==> config.mk <==
export PLATFORM = sky130hd
export DESIGN_NAME = autoconfig_chain
export DESIGN_NICKNAME = d
export VERILOG_FILES = /design/src/rtl/autoconfig_pkg.sv /design/src/rtl/autoconfig_rom.sv /design/src/rtl/autoconfig_chain.sv
export SDC_FILE = /design/constraint.sdc
export NUM_CORES = 1
export LEC_CHECK = 0
export CAP_MARGIN = 40
export CORE_ASPECT_RATIO = 1.2
export CORE_UTILIZATION = 45
export DETAILED_ROUTE_END_ITERATION = 7
export PLACE_DENSITY_LB_ADDON = 0.3
export SLEW_MARGIN = 20
export SYNTH_ARGS = -nofsm -noshare
export SYNTH_HDL_FRONTEND = slang
export SYNTH_SLANG_ARGS = --single-unit
export TNS_END_PERCENT = 1
==> constraint.sdc <==
create_clock -name CLK -period 5.25 [get_ports CLK]
set_input_delay 1.05 -clock CLK [delete_from_list [all_inputs] [get_ports CLK]]
set_output_delay 1.05 -clock CLK [all_outputs]
set_load 0.02 [all_outputs]
==> src/rtl/autoconfig_pkg.sv <==
// Shared definitions for the Zorro II AutoConfig chain: size codes, register
// indices, chain states and the size-code to 64K-block-count helper.
package autoconfig_pkg;

  localparam logic [2:0] SZ_8M   = 3'd0;
  localparam logic [2:0] SZ_64K  = 3'd1;
  localparam logic [2:0] SZ_128K = 3'd2;
  localparam logic [2:0] SZ_256K = 3'd3;
  localparam logic [2:0] SZ_512K = 3'd4;
  localparam logic [2:0] SZ_1M   = 3'd5;
  localparam logic [2:0] SZ_2M   = 3'd6;
  localparam logic [2:0] SZ_4M   = 3'd7;

  localparam logic [7:0] REG_TYPE      = 8'h00;
  localparam logic [7:0] REG_SIZE      = 8'h01;
  localparam logic [7:0] REG_PROD_HI   = 8'h02;
  localparam logic [7:0] REG_PROD_LO   = 8'h03;
  localparam logic [7:0] REG_FLAGS     = 8'h04;
  localparam logic [7:0] REG_RSVD      = 8'h05;
  localparam logic [7:0] REG_MFG_FIRST = 8'h08;
  localparam logic [7:0] REG_MFG_LAST  = 8'h0B;
  localparam logic [7:0] REG_SER_FIRST = 8'h0C;
  localparam logic [7:0] REG_SER_LAST  = 8'h13;
  localparam logic [7:0] REG_ROM_FIRST = 8'h14;
  localparam logic [7:0] REG_ROM_LAST  = 8'h17;
  localparam logic [7:0] REG_CTL_LO    = 8'h20;
  localparam logic [7:0] REG_CTL_HI    = 8'h21;
  localparam logic [7:0] REG_BASE_HI   = 8'h24;
  localparam logic [7:0] REG_BASE_LO   = 8'h25;
  localparam logic [7:0] REG_SHUTUP    = 8'h26;

  // Encoding of the Zorro II bus state machine's data phase.
  localparam logic [2:0] Z2_ST_DATA = 3'd3;

  typedef enum logic [1:0] {
    CH_INIT   = 2'd0,
    CH_ACTIVE = 2'd1,
    CH_DONE   = 2'd2
  } chain_state_t;

  // Number of 64K blocks (A23..A16 steps) covered by a size code.
  function automatic logic [8:0] blocks(input logic [2:0] code);
    case (code)
      SZ_8M:   blocks = 9'd128;
      SZ_64K:  blocks = 9'd1;
      SZ_128K: blocks = 9'd2;
      SZ_256K: blocks = 9'd4;
      SZ_512K: blocks = 9'd8;
      SZ_1M:   blocks = 9'd16;
      SZ_2M:   blocks = 9'd32;
      SZ_4M:   blocks = 9'd64;
      default: blocks = 9'd128;
    endcase
  endfunction

endpackage

==> src/rtl/autoconfig_rom.sv <==
// Combinational AutoConfig register nibble lookup for one logical board.
module autoconfig_rom
  import autoconfig_pkg::*;
(
  input  logic [7:0]  index,
  input  logic        is_mem,
  input  logic        rom_vec,
  input  logic [2:0]  size,
  input  logic [7:0]  prod_id,
  input  logic [15:0] mfg_id,
  input  logic [31:0] serial,
  input  logic [15:0] rom_offset,
  output logic [3:0]  nibble
);

  logic [3:0] mfg_nib_s;
  logic [3:0] ser_nib_s;
  logic [3:0] rom_nib_s;
  logic [2:0] ser_pos_s;

  // Multi-nibble fields are presented most significant nibble first.
  assign mfg_nib_s = 4'(mfg_id >> {~index[1:0], 2'b00});
  assign ser_pos_s = 3'(index - REG_SER_FIRST);
  assign ser_nib_s = 4'(serial >> {~ser_pos_s, 2'b00});
  assign rom_nib_s = 4'(rom_offset >> {~index[1:0], 2'b00});

  // Register decode; unimplemented locations read as all ones.
  always_comb begin
    nibble = 4'hF;
    case (index) inside
      REG_TYPE:                     nibble = {2'b11, is_mem, rom_vec};
      REG_SIZE:                     nibble = {1'b0, size};
      REG_PROD_HI:                  nibble = ~prod_id[7:4];
      REG_PROD_LO:                  nibble = ~prod_id[3:0];
      REG_FLAGS:                    nibble = ~{is_mem, 3'b000};
      REG_RSVD:                     nibble = 4'hF;
      [REG_MFG_FIRST:REG_MFG_LAST]: nibble = ~mfg_nib_s;
      [REG_SER_FIRST:REG_SER_LAST]: nibble = ~ser_nib_s;
      [REG_ROM_FIRST:REG_ROM_LAST]: begin
        if (rom_vec) begin
          nibble = ~rom_nib_s;
        end else begin
          nibble = 4'hF;
        end
      end
      REG_CTL_LO, REG_CTL_HI:       nibble = 4'h0;
      default:                      nibble = 4'hF;
    endcase
  end

endmodule

==> src/rtl/autoconfig_chain.sv <==
// Zorro II AutoConfig engine presenting up to four logical boards in turn,
// with CFGIN/CFGOUT chaining, latched base addresses and size-aware hit decode.
module autoconfig_chain
  import autoconfig_pkg::*;
#(
  parameter int                        NUM_BOARDS = 3,
  parameter logic [15:0]               MFG_ID     = 16'd2011,
  parameter logic [8*NUM_BOARDS-1:0]   PROD_IDS   = {8'd74, 8'h06, 8'h72},
  parameter logic [3*NUM_BOARDS-1:0]   SIZES      = {3'd1, 3'd2, 3'd0},
  parameter logic [NUM_BOARDS-1:0]     IS_MEM     = 3'b001,
  parameter logic [NUM_BOARDS-1:0]     ROM_VEC    = 3'b010,
  parameter logic [15:0]               ROM_OFFSET = 16'h0008,
  parameter logic [31:0]               SERIAL     = 32'd1
) (
  input  logic                      CLK,
  input  logic                      RESET_n,
  input  logic [23:1]               ADDR,
  input  logic                      AS_n,
  input  logic                      RW,
  input  logic [3:0]                DIN,
  input  logic                      z2_data,
  input  logic [NUM_BOARDS-1:0]     board_en,
  input  logic                      cfgin_n,
  output logic                      cfgout_n,
  output logic                      autoconfig_cycle,
  output logic [3:0]                DOUT,
  output logic                      dtack,
  output logic [NUM_BOARDS-1:0]     configured,
  output logic [8*NUM_BOARDS-1:0]   base_addr,
  output logic [NUM_BOARDS-1:0]     board_hit
);

  logic                             as_d1_r, as_d2_r, as_d3_r;
  logic                             as_end_s;
  logic                             cfgin_r, done_q_r;
  chain_state_t                     state_r, state_s;
  logic [1:0]                       cur_r, cur_s;
  logic [3:0]                       en_r, en_pad_s;
  logic                             first_found_s, next_found_s;
  logic [1:0]                       first_idx_s, next_idx_s;
  logic [3:0]                       lo_pend_r;
  logic [NUM_BOARDS-1:0]            cfg_r;
  logic [NUM_BOARDS-1:0][7:0]       base_r;
  logic [NUM_BOARDS-1:0]            hit_s;
  logic                             dtack_r;
  logic [3:0]                       dout_r;
  logic                             access_s, wr_base_s, wr_lo_s, wr_shut_s;
  logic [7:0]                       index_s;
  logic                             sel_mem_s, sel_rom_s;
  logic [2:0]                       sel_size_s;
  logic [7:0]                       sel_prod_s;
  logic [3:0]                       rom_nib_s;
  logic                             ac_cycle_s;
  logic                             unused_addr_s;

  assign unused_addr_s = ^ADDR[15:9];
  assign index_s       = ADDR[8:1];
  assign as_end_s      = as_d2_r & ~as_d3_r;
  assign ac_cycle_s    = (ADDR[23:16] == 8'hE8) && cfgin_r && !done_q_r;
  assign access_s      = z2_data && ac_cycle_s && !dtack_r;
  assign wr_lo_s       = access_s && !RW && (index_s == REG_BASE_LO);
  assign wr_base_s     = access_s && !RW && (index_s == REG_BASE_HI) && (state_r == CH_ACTIVE);
  assign wr_shut_s     = access_s && !RW && (index_s == REG_SHUTUP) && (state_r == CH_ACTIVE);

  // Lowest enabled board at start-up and next enabled board above cur.
  always_comb begin
    en_pad_s = 4'b0000;
    en_pad_s[NUM_BOARDS-1:0] = board_en;
    first_idx_s = 2'd0;
    next_idx_s  = 2'd0;
    next_found_s = 1'b0;
    for (int i = 3; i >= 0; i--) begin
      first_idx_s  = en_pad_s[i] ? 2'(i) : first_idx_s;
      next_idx_s   = (en_r[i] && (2'(i) > cur_r)) ? 2'(i) : next_idx_s;
      next_found_s = next_found_s | (en_r[i] && (2'(i) > cur_r));
    end
    first_found_s = |en_pad_s;
  end

  // Chain state register; board_en is captured on the first clock after reset.
  always_ff @(posedge CLK or negedge RESET_n) begin
    if (!RESET_n) begin
      state_r <= CH_INIT;
      cur_r   <= 2'd0;
      en_r    <= 4'b0000;
    end else begin
      state_r <= state_s;
      cur_r   <= cur_s;
      en_r    <= (state_r == CH_INIT) ? en_pad_s : en_r;
    end
  end

  // Chain next state: advance on base write or shut-up.
  always_comb begin
    state_s = state_r;
    cur_s   = cur_r;
    case (state_r)
      CH_INIT: begin
        cur_s   = first_idx_s;
        state_s = first_found_s ? CH_ACTIVE : CH_DONE;
      end
      CH_ACTIVE: begin
        if (wr_base_s || wr_shut_s) begin
          if (next_found_s) begin
            cur_s = next_idx_s;
          end else begin
            state_s = CH_DONE;
          end
        end else begin
          state_s = CH_ACTIVE;
        end
      end
      CH_DONE: state_s = CH_DONE;
      default: state_s = CH_INIT;
    endcase
  end

  // AS_n synchroniser; chain inputs/outputs only move between bus cycles.
  always_ff @(posedge CLK or negedge RESET_n) begin
    if (!RESET_n) begin
      as_d1_r  <= 1'b1;
      as_d2_r  <= 1'b1;
      as_d3_r  <= 1'b1;
      cfgin_r  <= 1'b0;
      done_q_r <= 1'b0;
    end else begin
      as_d1_r <= AS_n;
      as_d2_r <= as_d1_r;
      as_d3_r <= as_d2_r;
      if (as_end_s) begin
        cfgin_r  <= ~cfgin_n;
        done_q_r <= (state_r == CH_DONE);
      end
    end
  end

  // Per-board parameter mux for the current board.
  always_comb begin
    sel_mem_s  = 1'b0;
    sel_rom_s  = 1'b0;
    sel_size_s = 3'd0;
    sel_prod_s = 8'h00;
    for (int i = 0; i < NUM_BOARDS; i++) begin
      sel_mem_s  = (cur_r == 2'(i)) ? IS_MEM[i]         : sel_mem_s;
      sel_rom_s  = (cur_r == 2'(i)) ? ROM_VEC[i]        : sel_rom_s;
      sel_size_s = (cur_r == 2'(i)) ? SIZES[3*i +: 3]   : sel_size_s;
      sel_prod_s = (cur_r == 2'(i)) ? PROD_IDS[8*i +: 8] : sel_prod_s;
    end
  end

  autoconfig_rom u_rom (
    .index      (index_s),
    .is_mem     (sel_mem_s),
    .rom_vec    (sel_rom_s),
    .size       (sel_size_s),
    .prod_id    (sel_prod_s),
    .mfg_id     (MFG_ID),
    .serial     (SERIAL),
    .rom_offset (ROM_OFFSET),
    .nibble     (rom_nib_s)
  );

  // Bus response, low base nibble holding register and per-board config.
  always_ff @(posedge CLK or negedge RESET_n) begin
    if (!RESET_n) begin
      dtack_r   <= 1'b0;
      dout_r    <= 4'h0;
      lo_pend_r <= 4'h0;
      cfg_r     <= '0;
      base_r    <= '0;
    end else begin
      dtack_r <= access_s;
      if (access_s && RW) begin
        dout_r <= rom_nib_s;
      end
      if (wr_lo_s) begin
        lo_pend_r <= DIN;
      end
      for (int i = 0; i < NUM_BOARDS; i++) begin
        if (wr_base_s && (cur_r == 2'(i))) begin
          base_r[i] <= {DIN, lo_pend_r};
          cfg_r[i]  <= 1'b1;
        end
      end
    end
  end

  // Window decode with 8-bit modular distance so addresses below base miss.
  always_comb begin
    logic [7:0] diff_v;
    diff_v = 8'h00;
    hit_s  = '0;
    for (int i = 0; i < NUM_BOARDS; i++) begin
      diff_v   = ADDR[23:16] - base_r[i];
      hit_s[i] = cfg_r[i] && ({1'b0, diff_v} < blocks(SIZES[3*i +: 3]));
    end
  end

  assign autoconfig_cycle = ac_cycle_s;
  assign cfgout_n         = ~done_q_r;
  assign DOUT             = dout_r;
  assign dtack            = dtack_r;
  assign configured       = cfg_r;
  assign base_addr        = base_r;
  assign board_hit        = hit_s;

endmodule

==> summary.txt <==
STA
  – Final slew viol count: 0
  – Max_slew headroom: 0.5939
  – Post-route setup slack: 0.1840 ns
  – Skew final: 0.009072 ns
  – Final TNS setup: 0 ns
  – Final Hold Viols: 0
  – Slew @ Worst Pin: 0.6036 ns
  – Fmax: slightly below 200 MHz
  – Period utilization: 0.9649
  – RSZ-0062 raised after global routing: false
  – Endpoints failing setup: 0
  – Time the worst path needs with I/O delays and setup: 5.066 ns

Yosys
  – Synth unique cells: 50
  – Yosys warns: 0
  – Mapped Nets: 379
  – Cells after synthesis: 317
  – Synthesized area per cell: between 9 and 10 um^2
  – Post-synth EDFFs: 0
  – Post-synth top cells: 44 x dfrtp_1, 33 x inv_1, 24 x ha_1
  – FF+latch count, synth: 47
  – Async SR Flop Fraction: 1.000
  – Mapped Area: around 3200 um^2
  – Dominant cells by area after synthesis: dfrtp_1 35%, ha_1 9.5%, mux2_2 8.2%
  – Yosys top cell area share: 0.3493
  – Most frequently used flop master after synthesis: dfrtp_1
  – Count leader, synth: dfrtp_1
  – Leading area contributor after synthesis: dfrtp_1
  – Sequential share of the synthesized area: 0.3744

Global routing
  – GR Overflow Total: 0
  – Largest net degree at the start of global routing: 34
  – Vias in the first global route: about 2,500
  – Global-route wire length before repair: ~12,000 um
  – Initial antenna violation count: 0
  – GRT Total Usage: 0.2116

Pwr
  – Pleak: 1.705 nW
  – Pwr per Cell Area: 179.6 nW/um^2
  – Worst vdd ir: about 0.093 mV

CTS
  – Number of buffers created by CTS: 5
  – CTS sink cnt: 47
  – Postcts setup bufs: 0
  – CTS Root Cell: clkbuf_8
  – CTS resizes: 0
  – CTS tree: built
  – H-tree Lvls: 2
  – CTS Hold Buffers Added: 0
  – CTS max path bufs: 2
  – Clk pin slew, worst setup/hold paths: about 0.080 ns
  – Clock Latency Late Sink: ~0.30 ns

Drt
  – Via/cell ratio: around 5.6
  – Final wirelength: a little over 7000 um
  – Post-DRT Antenna Nets: 0
  – WL/cell: between 15 and 20 um
  – Vias: 2,637
  – Residual DRC: 0
  – First DRT Iteration DRCs: approximately 100
  – Iteration count of the initial detailed-routing pass: 6

Placement
  – Port-buffer cells: between 60 and 70
  – Setup WS pre-CTS: 0.2542 ns
  – HPWL after DPL: 5739 um
  – Post-DP Area: 3902 um^2
  – GPL Wtd Cong: 0.9298

Worst hold path
  – Worst Hold Class: reg2reg

Critical path
  – Crit-path slowest cell: clkdlybuf4s50_1
  – Startpoint types: input pin
  – Critical Path Max Stage Delay: between 0.6 and 0.7 ns
  – CP max FO: 3
  – CP arrival: 4.02 ns
  – Cell Chain, Critical Path: clkdlybuf4s50_1, nand2b_1, fa_1, xor2_1, a2111oi_0, o311ai_0, a2111oi_0, clkdlybuf4s50_1
  – Critical path type: in2out
  – Endpoint class of the critical path: output port
  – Worst path required time: 4.20 ns

Finish
  – Ratio of cells with drive above 1 in the final layout: 0.1477
  – Filler Cells Inserted: 632
  – Area Overhead vs Synth: 26.52%
  – Layout net count: 447
  – Number of diodes: 0
  – Final instance area: 3988 um^2

Die
  – Die area: between 7000 and 8000 um^2
  – Num rows: 33
  – Ports: 73
  – Die Wd: 78.40 um
  – Starting Density: 0.4626
  – Core area: 6813 um^2
  – Chip height: 93.68 um

Job
  – Maxcap violations: 0

Run status
  – Status: complete, no violations
==> per-layer routing <==
layer	wire (um)	GRT usage	up-vias
li1	-	-	1279
met1	2968	0.2437	1260
met2	3725	0.3918	86
met3	315	0.03010	12
met4	154	0.08179	0
met5	0	0	-
==> placed cells by master, fill, tap and decap left out, types with 3 or more instances in the layout <==
master	n
nor3_1	5
dfrtp_1	44
nor2b_1	6
o31ai_1	3
a221oi_1	3
xor2_1	6
nand3_1	7
nand2_1	17
or2_2	4
a2111oi_0	4
dfstp_2	3
mux2_2	23
o21ai_0	15
a21oi_1	10
o2111ai_1	4
a21o_1	6
clkdlybuf4s50_1	64
ha_1	24
a31oi_1	4
a311oi_1	3
and3_1	4
nor2_1	20
mux2_4	8
nand2b_1	12
buf_4	5
o22ai_1	3
clkbuf_8	5
inv_1	33
a211oi_1	4
xnor2_1	4
==> cell type report <==
cell class	count	area [um^2]	area share
well taps	87	108.9	0.02730
repair buffers	71	703.2	0.1763
inverters	33	123.9	0.03106
multi-input cells	227	1787	0.4481
clock buffers	6	72.57	0.01820
flip-flops and latches	47	1180	0.2959
clock inverters	2	12.51	0.003138
==> power breakdown <==
part / switching, mW / total (mW) / internal [mW]
sequential: 0.00889 / 0.379 / 0.370
combinational: 0.0653 / 0.125 / 0.0594
clock: 0.119 / 0.212 / 0.0932
==> through the flow <==
| step | instances | total power, mW | hold WS, ns | utilization |
|---|---|---|---|---|
| floorplan | 317 | 0.4522 | 0.3452 | - |
| global placement | 464 | 0.5069 | 0.3461 | 0.5699 |
| detailed placement | 465 | 0.5108 | 0.3501 | 0.5728 |
| CTS | 473 | 0.7241 | 0.3623 | 0.5853 |
| global route | 473 | 0.7531 | 0.3631 | 0.5853 |
| finish | 473 | 0.7161 | 0.3592 | 0.5853 |
==> critical path, delay by kind of cell <==
kind                     cells  cell delay, ns
AND/OR/NAND/NOR              1            0.21
AO/OA/AOI/OAI                3            1.01
adder cells (fa/ha/maj)      1            0.44
XOR/XNOR                     1            0.19
buffers and inverters        2            1.12
==> state kept, by name, summed over array words and instances (netlist names) <==
register / count
configured: 3
cur_r: 2
as_d3_r: 1
as_d1_r: 1
dtack: 1
as_d2_r: 1
base_addr: 24
cfgin_r: 1
DOUT: 4
lo_pend_r: 4
state_r: 2
done_q_r: 1
en_r: 2
==> kinds of logic (layout without fill, tap and decap cells) <==
family | Yosys count | after routing | share of synthesized area
AND/OR/NAND/NOR | 92 | 92 | 0.1636
AO/OA/AOI/OAI | 68 | 68 | 0.1473
flip-flops | 47 | 47 | 0.3744
buffers and inverters | 43 | 112 | 0.05875
multiplexers | 31 | 31 | 0.1203
adder cells (fa/ha/maj) | 26 | 26 | 0.1080
XOR/XNOR | 10 | 10 | 0.02779
==> worst paths after layout <==
check | start | end | slack (ns) | cells past startpoint
worst max-delay path | ADDR[16] | board_hit[1] | 0.18 | 8
worst min-delay path | as_d1_r$_DFF_PN1_ | as_d2_r$_DFF_PN1_ | 0.36 | 0
worst max register to register | done_q_r$_DFFE_PN0P_ | base_addr[12]$_DFFE_PN0P_ | 2.94 | 5
worst min register to register | as_d1_r$_DFF_PN1_ | as_d2_r$_DFF_PN1_ | 0.36 | 0
max in group asynchronous | RESET_n | DOUT[0]$_DFFE_PN0P_ | 4.10 | 2
min in group asynchronous | RESET_n | base_addr[22]$_DFFE_PN0P_ | 0.65 | 1
(Power assumes the default switching activity.)
